### config.mk
export PLATFORM = sky130hd
export DESIGN_NAME = fsquare_seq
export DESIGN_NICKNAME = d
export VERILOG_FILES = /design/src/rtl/fpu_pkg.sv /design/src/rtl/fp32_round_pack.sv /design/src/rtl/fsquare_seq.sv
export SDC_FILE = /design/constraint.sdc
export NUM_CORES = 1
export LEC_CHECK = 0
export ABC_AREA = 1
export BUFFER_PORTS_ARGS = -buffer_cell sky130_fd_sc_hd__buf_2
export CORE_ASPECT_RATIO = 1.1
export CORE_MARGIN = 2
export CORE_UTILIZATION = 57
export CTS_CLUSTER_DIAMETER = 120
export DETAILED_ROUTE_END_ITERATION = 10
export PLACE_DENSITY = 0.78
export RECOVER_POWER = 50
export SKIP_CTS_REPAIR_TIMING = 1
export SLEW_MARGIN = 10
export SYNTH_ARGS = -nofsm -noshare
export SYNTH_HDL_FRONTEND = slang
export SYNTH_HIERARCHICAL = 1
export SYNTH_SLANG_ARGS = --single-unit
### constraint.sdc
create_clock -name clk -period 3.3 [get_ports clk]
set_input_delay 0.165 -clock clk [delete_from_list [all_inputs] [get_ports clk]]
set_output_delay 0.165 -clock clk [all_outputs]
set_load 0.03 [all_outputs]
### src/rtl/fpu_pkg.sv
// fpu_pkg: shared binary32 constants, operand layout and squarer state encoding
package fpu_pkg;
  localparam int          FP32_EXP_BIAS = 127;
  localparam logic [31:0] FP32_POS_INF  = 32'h7F80_0000;
  localparam logic [31:0] FP32_QNAN     = 32'h7FC0_0000;
  localparam logic [31:0] FP32_POS_ZERO = 32'h0000_0000;
  typedef struct packed {
    logic        sign;
    logic [7:0]  exp;
    logic [22:0] frac;
  } fp32_t;
  typedef enum logic [1:0] {IDLE, MUL, NORM, DONE} fsq_state_t;
endpackage

### src/rtl/fp32_round_pack.sv
// fp32_round_pack: normalises a 48-bit significand product, rounds to nearest-even
// and packs a positive binary32 result with overflow/underflow/inexact flags.
module fp32_round_pack import fpu_pkg::*; (
  input  logic [47:0]       p,
  input  logic signed [9:0] e_res,
  output logic [31:0]       res,
  output logic              ovf,
  output logic              unf,
  output logic              nx
);
  logic              hi, g, s, up;
  logic [22:0]       m;
  logic [23:0]       mr;
  logic signed [9:0] e_n;
  always_comb begin
    hi  = p[47];
    m   = hi ? p[46:24] : p[45:23];
    g   = hi ? p[23] : p[22];
    s   = hi ? |p[22:0] : |p[21:0];
    up  = g & (s | m[0]);
    mr  = {1'b0, m} + 24'(up);
    // mr[23] is the rounding carry: the fraction wraps to zero and the exponent bumps
    e_n = e_res + 10'(hi) + 10'(mr[23]);
    ovf = e_n >= 10'sd255;
    unf = e_n <= 10'sd0;
    nx  = g | s | ovf | unf;
    res = ovf ? FP32_POS_INF : unf ? FP32_POS_ZERO : {1'b0, e_n[7:0], mr[22:0]};
  end
endmodule

### src/rtl/fsquare_seq.sv
// fsquare_seq: iterative binary32 squarer; the significand product is built by a
// radix-2 shift-add loop, one multiplier bit per clock, one operation in flight.
module fsquare_seq import fpu_pkg::*; #(
  parameter int EXP_BIAS = FP32_EXP_BIAS,
  parameter int MANT_W   = 23
) (
  input  logic        clk,
  input  logic        rst_n,
  input  logic        in_valid,
  output logic        in_ready,
  input  logic [31:0] var1,
  output logic        out_valid,
  input  logic        out_ready,
  output logic [31:0] res,
  output logic        flag_ovf,
  output logic        flag_unf,
  output logic        flag_nx
);
  localparam int SW = MANT_W + 1;
  localparam int PW = 2 * SW;
  localparam int CW = $clog2(SW);

  fsq_state_t        state_q, state_d;
  logic [CW-1:0]     cnt_q, cnt_d;
  logic [PW-1:0]     acc_q, acc_d;
  logic [SW-1:0]     mant_q, mant_d;
  logic [7:0]        exp_q, exp_d;
  logic [31:0]       res_q, res_d;
  logic              ovf_q, ovf_d, unf_q, unf_d, nx_q, nx_d;
  fp32_t             op;
  logic              unused_sign;
  logic signed [9:0] e_res;
  logic [31:0]       rp_res;
  logic              rp_ovf, rp_unf, rp_nx;

  assign op          = var1;
  assign unused_sign = op.sign;
  assign e_res       = 10'({exp_q, 1'b0}) - 10'(EXP_BIAS);

  fp32_round_pack u_round_pack (
    .p     (acc_q),
    .e_res (e_res),
    .res   (rp_res),
    .ovf   (rp_ovf),
    .unf   (rp_unf),
    .nx    (rp_nx)
  );

  always_comb begin
    state_d = state_q;
    cnt_d   = cnt_q;
    acc_d   = acc_q;
    mant_d  = mant_q;
    exp_d   = exp_q;
    res_d   = res_q;
    ovf_d   = ovf_q;
    unf_d   = unf_q;
    nx_d    = nx_q;
    unique case (state_q)
      IDLE: if (in_valid) begin
        mant_d  = {1'b1, op.frac};
        exp_d   = op.exp;
        cnt_d   = '0;
        acc_d   = '0;
        ovf_d   = 1'b0;
        unf_d   = 1'b0;
        nx_d    = 1'b0;
        // zero/subnormal and inf/NaN resolve without touching the multiplier
        res_d   = op.exp == 8'h00 ? FP32_POS_ZERO : op.frac != '0 ? FP32_QNAN : FP32_POS_INF;
        state_d = (op.exp == 8'h00 || op.exp == 8'hFF) ? DONE : MUL;
      end
      MUL: begin
        acc_d   = acc_q + (mant_q[cnt_q] ? PW'(mant_q) << cnt_q : '0);
        cnt_d   = cnt_q + 1'b1;
        state_d = cnt_q == CW'(MANT_W) ? NORM : MUL;
      end
      NORM: begin
        res_d   = rp_res;
        ovf_d   = rp_ovf;
        unf_d   = rp_unf;
        nx_d    = rp_nx;
        state_d = DONE;
      end
      DONE: state_d = out_ready ? IDLE : DONE;
      default: state_d = IDLE;
    endcase
  end

  always_ff @(posedge clk or negedge rst_n) begin
    if (!rst_n) begin
      state_q <= IDLE;
      cnt_q   <= '0;
      acc_q   <= '0;
      mant_q  <= '0;
      exp_q   <= '0;
      res_q   <= '0;
      ovf_q   <= 1'b0;
      unf_q   <= 1'b0;
      nx_q    <= 1'b0;
    end else begin
      state_q <= state_d;
      cnt_q   <= cnt_d;
      acc_q   <= acc_d;
      mant_q  <= mant_d;
      exp_q   <= exp_d;
      res_q   <= res_d;
      ovf_q   <= ovf_d;
      unf_q   <= unf_d;
      nx_q    <= nx_d;
    end
  end

  assign in_ready  = state_q == IDLE;
  assign out_valid = state_q == DONE;
  assign res       = res_q;
  assign flag_ovf  = ovf_q;
  assign flag_unf  = unf_q;
  assign flag_nx   = nx_q;
endmodule

## Word-level counts from Yosys, hierarchy flattened

Index checks and enable logic that the tools add are counted.

- Register bits: 122
- Input port bits: 36
- Output and inout bits: 37
- Word-level logic and storage cells: 66

- $add $sub $neg: 6
- Magnitude comparators: 3
- Eq/ne operators: 6
- Shift operators: 1
- Muxes and demuxes: 25
- Bitwise logic cells: 5
- Reduce and logical (&&, ||, !) cells: 11

Operators by type and width:

| operator | number |
|---|---|
| 2-to-1 mux 48 bit | 2 |
| case mux 48 bit (2 select lines) | 1 |
| 2-to-1 mux 32 bit | 2 |
| case mux 32 bit (2 select lines) | 1 |
| 2-to-1 mux 31 bit | 2 |
| adder 48 bit | 1 |
| left shift 24 x 5 -> 48 bit | 1 |
| 2-to-1 mux 23 bit | 2 |
| adder 23 x 1 -> 24 bit | 1 |
| nonzero test 23 bit | 1 |
| OR reduction 23 bit | 1 |
| OR reduction 22 bit | 1 |
| adder 10 x 1 -> 10 bit | 2 |
| greater-or-equal comparator 10 x 9 -> 1 bit (second input constant) | 1 |
| less-or-equal comparator 10 x 1 -> 1 bit (second input constant) | 1 |
| case mux 5 bit (2 select lines) | 1 |
| subtractor 9 x 7 -> 10 bit (second input constant) | 1 |
| == test 8 bit (second input constant) | 1 |
| logical NOT 8 bit | 1 |
| 2-to-1 mux 2 bit | 4 |
| case mux 2 bit (4 select lines) | 1 |
| < comparator 5 x 6 -> 1 bit (second input constant) | 1 |
| case mux 1 bit (2 select lines) | 3 |
| AND reduction 2 bit | 3 |
| 13 further kinds | 21 |

## Logic depth before layout (Yosys ltp)

- Depth after elaboration: 10
- Mapped depth: 28

## Cells and area by module

The synthesis kept the hierarchy.

By module, submodules not included:

| module | times used | cells each | area an instance (um^2) | seq. area each (um^2) |
|---|---|---|---|---|
| fsquare_seq | 1 | 1,782 | 10,690.3 | 3,052.9 |
| fp32_round_pack | 1 | 417 | 1,910.6 | 0.0 |

## Least setup slack after synthesis

OpenSTA, ideal clock, no wires.

- Kind: register -> register
- From: register acc_q[47]
- To: register res_q[22], in the netlist res[22]
- Library setup time: 132 ps
- Arrival time: 3,047 ps
- Path slack: 121 ps
- Stages on the path, launching flop included: 22
- Buffers on the path: 3
- Path through: dfrtp_1 > buf_6 > buf_2 > o21ai_0 > nand2_1 > nor3_1 > nand3_1 > nor3_1 > fa_1 > ha_1 > nand3_1 > nand2_1 > nand2_1 > nor2_1 > nand3_2 > nor2_2 > nor2_4 > nand2_2 > buf_6 > nor2_1 > a22oi_1 > o21ai_0

- Longest elaborated chain between the ends: 9
- Elaborated cells between the ends (all ways): 13
- Classes of those cells: add/sub (3); order compare (2); mux (6); bitwise (2)

Ends and longest elaborated chain:

| what | RTL line | text |
|---|---|---|
| start: declaration | fsquare_seq.sv:25 | `logic [PW-1:0] acc_q, acc_d;` |
| start signal: assignment | fsquare_seq.sv:93 | `acc_q <= '0;` |
| start signal: assignment | fsquare_seq.sv:103 | `acc_q <= acc_d;` |
| 2-to-1 mux 1 bit or 2-to-1 mux 23 bit (tied branches) | fp32_round_pack.sv:19, fp32_round_pack.sv:17 |  |
| OR 1 bit | fp32_round_pack.sv:20 | `up = g & (s \| m[0]);` |
| AND 1 bit | fp32_round_pack.sv:20 |  |
| adder 23 x 1 -> 24 bit | fp32_round_pack.sv:21 | `mr = {1'b0, m} + 24'(up);` |
| adder 10 x 1 -> 10 bit | fp32_round_pack.sv:23 | `e_n = e_res + 10'(hi) + 10'(mr[23]);` |
| less-or-equal comparator 10 x 1 -> 1 bit | fp32_round_pack.sv:25 | `unf = e_n <= 10'sd0;` |
| 2-to-1 mux 31 bit | fp32_round_pack.sv:27 | `res = ovf ? FP32_POS_INF : unf ? FP32_POS_ZERO : {1'b0, e_n[7:0], mr[22:0]};` |
| 2-to-1 mux 32 bit (*) | fp32_round_pack.sv:27 |  |
| via rp_res[22] | fsquare_seq.sv:33 | `logic [31:0] rp_res;` |
| case mux 32 bit (2 select lines) (*) | fsquare_seq.sv:59 | `unique case (state_q)` |
| end signal: assignment | fsquare_seq.sv:106 | `res_q <= res_d;` |
| end: declaration | fsquare_seq.sv:28 | `logic [31:0] res_q, res_d;` |

The timed path passes the listed nets; every way through them passes the cells marked *.
A chain may end at the register's enable or synchronous reset.

## Worst setup path in the final report

- From: register acc_q[47]
- To: register res_q[10], in the netlist res[10]

Same word-level chain as after synthesis.

==> impl_metrics.csv <==
group,metric,value,unit
finish,n_antenna_cell,0,
global_route,gr-total-overflow,0,
drt,wire_per_inst,16.81,µm
drt,drtAntennaViolNets,0,
sta,max_freq,278.3,MHz
global_route,grt_usage,34.39,%
placed_design,hpwlAfterDp,31.85,mm
die,row_count,57,
critical_path,cp_max_fo,8,
die,ios,73,
drt,drtPass1Iterations,6,
outcome,violations,"hold timing, setup timing",
critical_path,ff2ff_path_depth,22,
synth,async_flop_share,100.0,%
die,dieArea,0.02331,mm²
synth,synthFlopType,"dfrtp_1",
finish,fin_nets,2515,
clock_network,cts_tree,"yes",
synth,yosys.area_share.adder,5.382,%
clock_network,numCtsBuffers,17,
placed_design,gp_congestion,1.040,
sta,fin_ws,-293.7,ps
clock_network,worstSkewPairLatency,440,ps
synth,synth_edf_count,0,
clock_network,htreeDepth,4,
finish,drive_gt1_share,25.54,%
sta,timing.final.max_slew_violations,0,
worst_hold_path,hold_path_depth,3,
synth,yosysSeqAreaShare,24.23,%
critical_path,path_class,"reg -> reg",
die,die_width,145.8,µm
global_route,grt_pass1_vias,13160,
critical_path,critPathLaunch,"acc_q[47]",
die,start_util,57.55,%
worst_hold_path,min_to,"mant_q[15]",
synth,synth_top_family_by_area,"simple AND/OR/NAND/NOR gates",
sta,post-route-min-period,3594,ps
synth,yosys_warnings,6,
finish,layout_common_cells,"nand2_1, inv_1, buf_4",
outcome,status,"finished with violations",
worst_hold_path,hp-start,"var1[15]",
synth,synth_compound_area_share,11.09,%
sta,skew,12.70,ps
drt,drc,0,
global_route,grt_max_degree,53,
clock_network,clk_pin_slew,70,ps
synth,synthCells,2199,
sta,hold_viol,2,
sta,holdWs,-21.92,ps
global_route,antenna_found_initial,0,
critical_path,cp.required,3620,ps
synth,synth_xor_area_share,1.321,%
finish,area_growth,33.17,%
synth,synthMuxAreaShare,0,%
global_route,grt_pass1_wl,64.64,mm
placed_design,pre_cts_slack,-222.3,ps
synth,synth.ff_latch_count,122,
synth,avgSynthCellArea,5.730,µm²
clock_network,cts.sinks,122,
clock_network,clockBufferDepth,2,
drt,drt_iter0_drc,1451,
die,core_area,0.02189,mm²
critical_path,start_kind,"flip-flop",
critical_path,timing.rr.end,"res[10]",
clock_network,cts_root_buffer,"clkbuf_16",
sta,fin_crit_sh,108.9,%
sta,worstMarginPinSlew,1482,ps
critical_path,r2r-start,"acc_q[47]",
critical_path,end_kind,"flip-flop",
synth,ys_types,49,
drt,vias,15310,
finish,layout_commonest_cell,"nand2_1",
synth,synth_nets,2288,
sta,slew_headroom,1.183,%
drt,drt-total-wl,45.96,mm
synth,syn_area,0.01260,mm²
placed_design,port_buffers,71,
die,die_h,159.9,µm
synth,synth-simple-area-share,44.45,%
worst_hold_path,hp-class,"in -> reg",
sta,setup_viol,42,
sta,rsz0062_at_grt,"yes",
job,maxCapViolCount,0,
critical_path,worstPathArrival,3910,ps
critical_path,reg2reg_slack,-290,ps
drt,avgViaCountPerCell,5.601,
## worst max path at each step
stage	cells past startpoint	to
after floorplan	21	res[22]
after global placement	20	res[14]
after detailed placement	22	res[2]
after CTS	22	res[14]
after global routing	22	res[10]
final	22	res[10]
## kinds of logic (layout without fill, tap and decap cells)
| family | Yosys count | after routing |
|---|---|---|
| compound gates | 234 | 234 |
| other cells | 2 | 2 |
| xor+xnor | 19 | 19 |
| buf+inv | 411 | 649 |
| flops | 122 | 122 |
| fa+ha+maj | 53 | 53 |
| simple gates | 1358 | 1360 |
## critical path, stage by stage (launching register included)
cell and delay, ps:
dfrtp_2 440, buf_12 150, buf_8 130, o21ai_4 60, nor2_2 180, nand2_2 100, nor2_4 130, nand4_1 130
nor3_2 280, buf_4 160, fa_2 230, buf_6 110, nand3_2 80, o21bai_1 260, nand2_2 130, nor2_2 100
nand3_2 80, nand2_2 110, inv_2 60, nand2_4 130, buf_6 160, nor2_4 40, a22o_1 220
## through the flow
step,TNS [ps],utilization [%],hold slack (ps),instances,area [µm²]
2_1_floorplan,0,-,-130.6,2199,12600
3_3_place_gp,-2907,64.51,269.6,2645,14120
3_5_place_dp,-6260,64.51,265.1,2645,14120
4_1_cts,-8060,67.20,-180.1,2677,14710
5_1_grt,-18700,76.64,-0.5376,2734,16780
6_report,-7616,76.64,-21.92,2734,16780
## metal layers
metal / vias to the layer above / GRT usage [%] / wire length [µm]
li1: 7337 / - / -
met1: 6978 / 43.93 / 17770
met2: 800 / 58.06 / 22080
met3: 198 / 4.171 / 3405
met4: 0 / 16.13 / 2703
met5: - / 0 / 0
## synth_stat cells, drive strengths merged, types with 4 or more instances
cell | instances | area, µm²
a21oi | 48 | 240.2
ha | 51 | 638.1
inv | 344 | 1296
a22oi | 9 | 67.56
nand2 | 903 | 3447
dfrtp | 122 | 3053
nand3 | 168 | 863.3
buf | 43 | 310.3
and2 | 4 | 25.02
o21bai | 4 | 30.03
a22o | 28 | 245.2
nor4 | 6 | 37.54
a31oi | 4 | 31.28
xor2 | 9 | 78.83
nor3 | 15 | 75.07
nand4 | 28 | 175.2
o211ai | 9 | 67.56
or2 | 10 | 62.56
xnor2 | 10 | 87.58
clkbuf | 23 | 86.33
o21ai | 123 | 641.9
nor2 | 222 | 900.9
## final cells by class
type	count	area (µm²)
clock inverters	14	148.9
multi-input cells	1668	9409
fillers	1705	5114
clock buffers	18	439.2
well taps	295	369.1
repair inverters	2	12.51
inverters	345	1308
repair buffers	270	2039
flip-flops and latches	122	3055
## sequential cells by signal, indices dropped and copies added (netlist names)
register / flops
acc_q: 48
res: 32
mant_q: 24
exp_q: 8
cnt_q: 5
state_q: 2
flag_nx: 1
flag_ovf: 1
flag_unf: 1
Power is left out: the tool's default activity adds up to more than one toggle a clock period on the data nets, which glitch-free logic cannot reach.
